File: config.mk
export PLATFORM = sky130hd
export DESIGN_NAME = vram_write_buffer
export DESIGN_NICKNAME = d
export VERILOG_FILES = /design/src/rtl/vram_write_buffer.sv
export SDC_FILE = /design/constraint.sdc
export NUM_CORES = 1
export LEC_CHECK = 0
export CAP_MARGIN = 20
export CORE_MARGIN = 2
export CORE_UTILIZATION = 50
export CTS_BUF_LIST = sky130_fd_sc_hd__clkbuf_4
export CTS_CLUSTER_SIZE = 25
export DETAILED_ROUTE_END_ITERATION = 6
export PLACE_DENSITY_LB_ADDON = 0.25
export SLEW_MARGIN = 40
export SYNTH_ARGS = -nofsm -noshare
export SYNTH_HDL_FRONTEND = slang
export SYNTH_SLANG_ARGS = --single-unit
File: constraint.sdc
create_clock -name clk_12_5875 -period 4.95 [get_ports clk_12_5875]
set_input_delay 0.7425 -clock clk_12_5875 [delete_from_list [all_inputs] [get_ports clk_12_5875]]
set_output_delay 0.7425 -clock clk_12_5875 [all_outputs]
set_load 0.02 [all_outputs]
File: src/rtl/vram_write_buffer.sv
// vram_write_buffer: CPU byte-write queue in front of the GPU VRAM port.
// Writes are accepted at any time. They are released to VRAM one per
// cycle, and only during vertical blanking, so scan-out never sees a
// mid-frame change.
module vram_write_buffer #(
  parameter int VRAM_ADDR_WIDTH = 14,
  parameter int FIFO_DEPTH      = 16
) (
  input  logic                         clk_12_5875,
  input  logic                         rst,
  input  logic                         cpu_wr_en,
  input  logic [VRAM_ADDR_WIDTH-1:0]   cpu_addr,
  input  logic [7:0]                   cpu_data,
  output logic                         cpu_ready,
  input  logic                         vblank,
  output logic                         vram_we,
  output logic [VRAM_ADDR_WIDTH-1:0]   vram_address,
  output logic [7:0]                   vram_data,
  output logic [$clog2(FIFO_DEPTH):0]  fifo_count,
  output logic                         overflow,
  output logic                         busy
);

  localparam int PW = $clog2(FIFO_DEPTH);
  localparam int EW = VRAM_ADDR_WIDTH + 8;
  localparam logic [PW:0] FULL_COUNT = (PW + 1)'(FIFO_DEPTH);

  typedef enum logic {IDLE, DRAIN} state_t;

  state_t          state;
  logic [EW-1:0]   mem [FIFO_DEPTH];
  logic [PW-1:0]   wr_ptr;
  logic [PW-1:0]   rd_ptr;
  logic [PW:0]     count_next;
  logic            push;
  logic            pop;
  logic            drop;

  // Fullness is judged on the registered count, so a pop in the same
  // cycle never makes room for a push while the queue is full.
  assign cpu_ready = (fifo_count < FULL_COUNT);
  assign push      = cpu_wr_en && cpu_ready;
  assign drop      = cpu_wr_en && !cpu_ready;
  assign pop       = (state == DRAIN) && vblank && (fifo_count != '0);

  // Occupancy after this edge. A simultaneous push and pop leaves it unchanged.
  always_comb begin
    count_next = fifo_count;
    case ({push, pop})
      2'b10:   count_next = fifo_count + 1'b1;
      2'b01:   count_next = fifo_count - 1'b1;
      default: count_next = fifo_count;
    endcase
  end

  // Storage write port. It has no reset so it can map onto block RAM.
  always_ff @(posedge clk_12_5875) begin
    if (rst && push) begin
      mem[wr_ptr] <= {cpu_addr, cpu_data};
    end
  end

  // Pointers, count, sticky overflow, registered VRAM port and drain FSM.
  always_ff @(posedge clk_12_5875) begin
    if (!rst) begin
      wr_ptr       <= '0;
      rd_ptr       <= '0;
      fifo_count   <= '0;
      overflow     <= 1'b0;
      vram_we      <= 1'b0;
      vram_address <= '0;
      vram_data    <= '0;
      state        <= IDLE;
      busy         <= 1'b0;
    end else begin
      if (push) begin
        wr_ptr <= wr_ptr + 1'b1;
      end
      if (pop) begin
        rd_ptr                    <= rd_ptr + 1'b1;
        {vram_address, vram_data} <= mem[rd_ptr];
      end
      if (drop) begin
        overflow <= 1'b1;
      end
      fifo_count <= count_next;
      vram_we    <= pop;

      case (state)
        IDLE: begin
          if (vblank && (fifo_count != '0)) begin
            state <= DRAIN;
            busy  <= 1'b1;
          end
        end
        DRAIN: begin
          // Leave when blanking ends or when this cycle's pop empties the queue.
          if (!vblank || (count_next == '0)) begin
            state <= IDLE;
            busy  <= 1'b0;
          end
        end
        default: begin
          state <= IDLE;
          busy  <= 1'b0;
        end
      endcase
    end
  end

endmodule

## Yosys cells after proc, flatten, opt, wreduce, memory -nomap -nowiden

Memories as Yosys holds them, arrays and structs flattened. A register that Yosys moved wholly into a read port is not among the register bits.
Index checks and enable logic that the tools add are counted.

- Bits in registers: 17
- RAM bits: 352
- Input bits: 26
- Output and inout port bits: 31
- Logic and storage cells: 40
- Memories kept: 1

Memory list:

| name | depth | bits a word | rd ports | clocked after Yosys merged registers in | wr ports | line | RTL |
|---|---|---|---|---|---|---|---|
| mem | 16 | 22 | 1 | 1 | 1 | 31 | `logic [EW-1:0] mem [FIFO_DEPTH];` |

- $add $sub $neg: 4
- Order comparisons: 1
- Equality and inequality tests: 4
- Mux-type cells: 9
- Bitwise gates (word level): 1
- Reductions and logical operators: 13

Operator list:

| cell | count |
|---|---|
| $pmux 5 s2 | 1 |
| $add 4x1->4 const B | 2 |
| $logic_and 1x1->1 | 6 |
| $mux 1 | 6 |
| $add 5x1->5 const B | 1 |
| $logic_not 5->1 | 1 |
| $lt 5x5->1 const B | 1 |
| $reduce_bool 5->1 | 1 |
| $sub 5x1->5 const B | 1 |
| $pmux 1 s2 | 2 |
| $logic_not 1->1 | 3 |
| $eq 2x1->1 const B | 1 |
| $eq 2x2->1 const B | 1 |
| $ne 2x1->1 const B | 1 |
| $ne 2x2->1 const B | 1 |
| $reduce_and 2->1 | 1 |
| $logic_or 1x1->1 | 1 |
| $not 1->1 | 1 |

## Longest topological paths before layout

- Word-level depth: 8
- Mapped depth: 13
- Depth with buffers taken out: 10

## Least setup slack after synthesis

No wires, ideal clock.

- Kind: register to register
- Start point: reg fifo_count[2]
- End point: reg busy
- Library setup time: 0.131 ns
- Data arrival time: 2.946 ns
- Data required time: 4.819 ns
- Setup slack: 1.873 ns
- Cell stages (with the launch flop): 14
- Path buffers: 3
- Clock period less this slack: 3.077 ns
- Cells stage by stage: dfxtp_1 buf_6 or4_4 o211a_1 buf_6 ha_1 clkbuf_1 xor2_1 ha_1 or2_2 a31oi_1 o31ai_1 xnor2_1 a31oi_1

- Cells in the longest elaborated chain, start to end: 8
- Elaborated cells on any way between the ends: 15
- Classes of those cells: add/sub: 2; order compare: 1; eq/ne: 4; mux: 1; reduce/logical: 7

Ends and longest elaborated chain:

| item | line | RTL |
|---|---|---|
| from (decl) | 19 | `output logic [$clog2(FIFO_DEPTH):0] fifo_count,` |
| from (signal assigned) | 86 | `fifo_count <= count_next;` |
| $reduce_bool 5->1 * | 44 | `assign pop = (state == DRAIN) && vblank && (fifo_count != '0);` |
| $logic_and 1x1->1 * | 44 |  |
| via pop | 36 | `logic pop;` |
| $eq 2x1->1 or $eq 2x2->1 (tied branches) | 49 | `case ({push, pop})` |
| $pmux 5 s2 * | 49 |  |
| $logic_not 5->1 * | 98 | `if (!vblank \|\| (count_next == '0)) begin` |
| $logic_or 1x1->1 * | 98 |  |
| $ne 2x1->1 (no source line) * | - |  |
| $reduce_and 2->1 (no source line) * | - |  |
| to (signal assigned) | 93 | `busy <= 1'b1;` |
| to (signal assigned) | 100 | `busy <= 1'b0;` |
| to (signal assigned) | 105 | `busy <= 1'b0;` |
| to (decl) | 21 | `output logic busy` |

Mark *: on every way through the listed nets, which the timed path passes. The rest lies on a longest branch.
A chain may end at the register's enable or synchronous reset.

## Worst setup path in the final report

- Start point: reg fifo_count[2]
- End point: reg state

- Cells in the longest elaborated chain, start to end: 8
- Elaborated cells on any way between the ends: 15
- Classes of those cells: add/sub: 2; order compare: 1; eq/ne: 2; mux: 4; reduce/logical: 6

Ends and longest elaborated chain:

| item | line | RTL |
|---|---|---|
| $lt 5x5->1 or $reduce_bool 5->1 (tied branches) | 41, 44, 91 |  |
| $logic_and 1x1->1 (on tied branches) | 42, 44 |  |
| $eq 2x1->1 or $eq 2x2->1 (tied branches) | 49 |  |
| $pmux 5 s2 | 49 |  |
| $logic_not 5->1 | 98 |  |
| $logic_or 1x1->1 | 98 |  |
| $mux 1 | 98 |  |
| $pmux 1 s2 * | 89 | `case (state)` |
| to (signal assigned) | 92 | `state <= DRAIN;` |
| to (signal assigned) | 99 | `state <= IDLE;` |
| to (signal assigned) | 104 | `state <= IDLE;` |
| to (decl) | 30 | `state_t state;` |

Every way passes the cells marked *; elsewhere a longest branch is shown, timed or not.

==> results.md <==
* Setup TNS at 0 ns
* Cell taking the most area after synthesis: edfxtp_1
* Total gr overflow at 0
* Critical path, cell by cell: or4_4 > o211a_1 > ha_1 > xor2_1 > ha_1 > a21oi_1 > xor2_1 > nor3_1 > nor4b_1 > a31oi_1
* Initial DRT Pass Iterations at 5
* Post-Syn Instances at between 700 and 800
* Met3 wire length at approximately 2300 µm
* Post-Route M1 WL at approximately 13000 µm
* Yosys cell types at 43
* Fill cells at around 2200
* Initial antenna violation count at 1
* Min Tclk post-route at between 3 and 4 ns
* Layout Skew at 0.03291 ns
* Root Buffer: clkbuf_4
* CORE AREA at 29480 µm²
* CP max-delay cell: or4_4
* Most common cell in the netlist: edfxtp_1
* # rows at 63
* Wirelength, routed at 32370 µm
* Post-place setup slack at between 1 and 1.5 ns
* FF+latch count, synth at roughly 390
* Sequential element share of the synthesized area at 0.7622
* Clock Path Buffers at 3
* Clock Sinks at between 300 and 400
* Hold_buf cts at 0
* Syn_nets at between 700 and 800
* WL/cell at between 20 and 25 µm
* Yosys top cell area share at 0.7098
* Synth top cells by count: edfxtp_1, mux4_2, dfxtp_1
* Max cap viols at 0
* Top routing layer used: met4
* Reg2reg setup slack at 1.54 ns
* Vias per inst at 5.809
* Post_cts resized at 0
* PD cells at around 380 nW/µm²
* Postcts setup bufs at 0
* Final Net Count at about 900
* Layout cell share with drive strength beyond 1 at 0.3148
* Syn_area_per_cell at between 20 and 25 µm²
* Warning count from the yosys run at 0
* I/O Buffers at between 50 and 60
* Tot Pwr at 6.609 mW
* WP data required at roughly 5.5 ns
* Final setup fails at 0
* Pleak at approximately 5.5 nW
* Clk slew on worst S/H paths at ~0.060 ns
* Largest net degree at the start of global routing at 46
* CTS tree: built
* Routed Antenna Nets at 0
* Die ar. at 31180 µm²
* Die Ht at between 150 and 200 µm
* Crit-path max cell delay at between 0.5 and 0.6 ns
* First-pass GRT wire length at 48610 µm
* Most common flop cell mapped by yosys: edfxtp_1
* Cell family with most CP delay: simple AND/OR/NAND/NOR gates
* CTS buffer count at 95
* Crit share post-route at 0.6885
* Total GRT Usage at 0.2148
* CTS H-tree lvls at 3
* Slew @ Worst Pin at 0.8161 ns
* Initial core utilization at 0.5051
* Share of synthesized registers carrying an async set or reset at 0
* Critical path capture point type: flop
* Number of synthesized flops with an enable pin at approximately 350
* CP Class: flop to flop
* Vias in the first global route at between 8000 and 9000
* Final hold vios at 0
* Drt drc at 0
* Top cells by area, synth: edfxtp_1, mux4_2, dfxtp_1, a221oi_1, a22o_1
* Crit path buf inv count at 0
* Status: complete, no violations
* Placer Congestion at about 0.83
* Worst IR Drop VDD at ~140 µV
* Critical Path Fanout Max at 10
* CP arrival at a little under 4 ns
* Die extent in x at 176.6 µm
* Worst min-delay path class: flop to flop
* I/O pins at 57
* Area added between synthesis and finish at 15.96%
* Clk_lat worst skew at 0.72 ns
* Max_slew headroom at 0.4535
* RSZ-0062 raised after global routing: false
* Via Count at slightly below 8000
* Met2 routed WL at 16840 µm
* CP Launch Type: flop
* Post-synthesis cell area at about 15000 µm²
* Max Transition Viols Final at 0
* Fmax achieved at 293.4 MHz
* DRT iter0 DRCs at 640
* Hpwl dp at 17630 µm
* Final setup slack of the worst path at ~1.5 ns
## logic make-up after synthesis
logic type	synth area share
buffers and inverters	0.01840
AND/OR/NAND/NOR	0.02890
flip-flops	0.7622
adder cells (fa/ha/maj)	0.007562
XOR/XNOR	0.006470
multiplexers	0.1351
AO/OA/AOI/OAI	0.04134
## worst paths after layout
| path | startpoint | endpoint | cells past startpoint |
|---|---|---|---|
| min | vram_address[7] | vram_address[7] | 2 |
| min reg2reg | vram_address[7] | vram_address[7] | 2 |
| max reg2reg | fifo_count[2] | state | 10 |
| max | fifo_count[2] | state | 10 |
## per-stage QoR
step | std cells | area, µm² | hold slack (ns) | utilization
2_1_floorplan | 719 | 14890 | 0.5252 | -
3_3_place_gp | 1150 | 15940 | 0.4358 | 0.5407
3_5_place_dp | 1151 | 15960 | 0.4418 | 0.5414
4_1_cts | 1324 | 17270 | 0.4506 | 0.5856
5_1_grt | 1325 | 17270 | 0.4750 | 0.5857
6_report | 1325 | 17270 | 0.4466 | 0.5857
## cell type report
cell class / count / area [µm²] / share of cell area
repair buffers: 81 / 773.2 / 0.04478
clock buffers: 143 / 1074 / 0.06217
inverters: 7 / 26.28 / 0.001522
diodes: 1 / 2.502 / 0.0001449
clock inverters: 30 / 231.5 / 0.01340
multi-input cells: 282 / 3314 / 0.1919
well taps: 390 / 488.0 / 0.02826
flip-flops and latches: 391 / 11360 / 0.6578
## state kept, by name, summed over array words and instances, names as in the netlist
| signal | cells |
|---|---|
| vram_we | 1 |
| busy | 1 |
| mem | 352 |
| overflow | 1 |
| wr_ptr | 4 |
| rd_ptr | 4 |
| vram_address | 14 |
| fifo_count | 5 |
| state | 1 |
| vram_data | 8 |
## where the power goes
part	internal (mW)	switching, mW	leakage [nW]
Clock	1.53	1.23	0.759
Combinational	0.0824	0.124	1.27
Sequential	3.62	0.0193	3.49
## worst reg2reg max path, delay by kind of cell (launching register included)
family / cells / cell delay [ns]
adders and majority gates: 2 / 0.64
and+or+nand+nor: 3 / 1.10
AOI/OAI and AO/OA: 3 / 0.70
xor gates and xnor gates: 2 / 0.45
DFF: 1 / 0.41
## metal layers
| metal | track usage | up-vias |
|---|---|---|
| li1 | - | 3311 |
| met1 | 0.2675 | 3984 |
| met2 | 0.3713 | 340 |
| met3 | 0.04910 | 62 |
| met4 | 0.07610 | 0 |
| met5 | 0 | - |
## cell usage in the layout (no fill, tap or decap), types with 6 or more instances in the layout
cell	n
clkinv_1	23
dfxtp_1	37
nor2_2	17
mux4_2	88
a221oi_1	22
ha_1	9
clkbuf_4	143
clkdlybuf4s50_1	56
a22o_1	22
edfxtp_1	352
o21ai_1	15
buf_4	23
nand2_1	30
o21ai_2	6
xor2_1	8
inv_1	7
nor2_1	19
No activity file was read; power rests on OpenSTA's default activity.
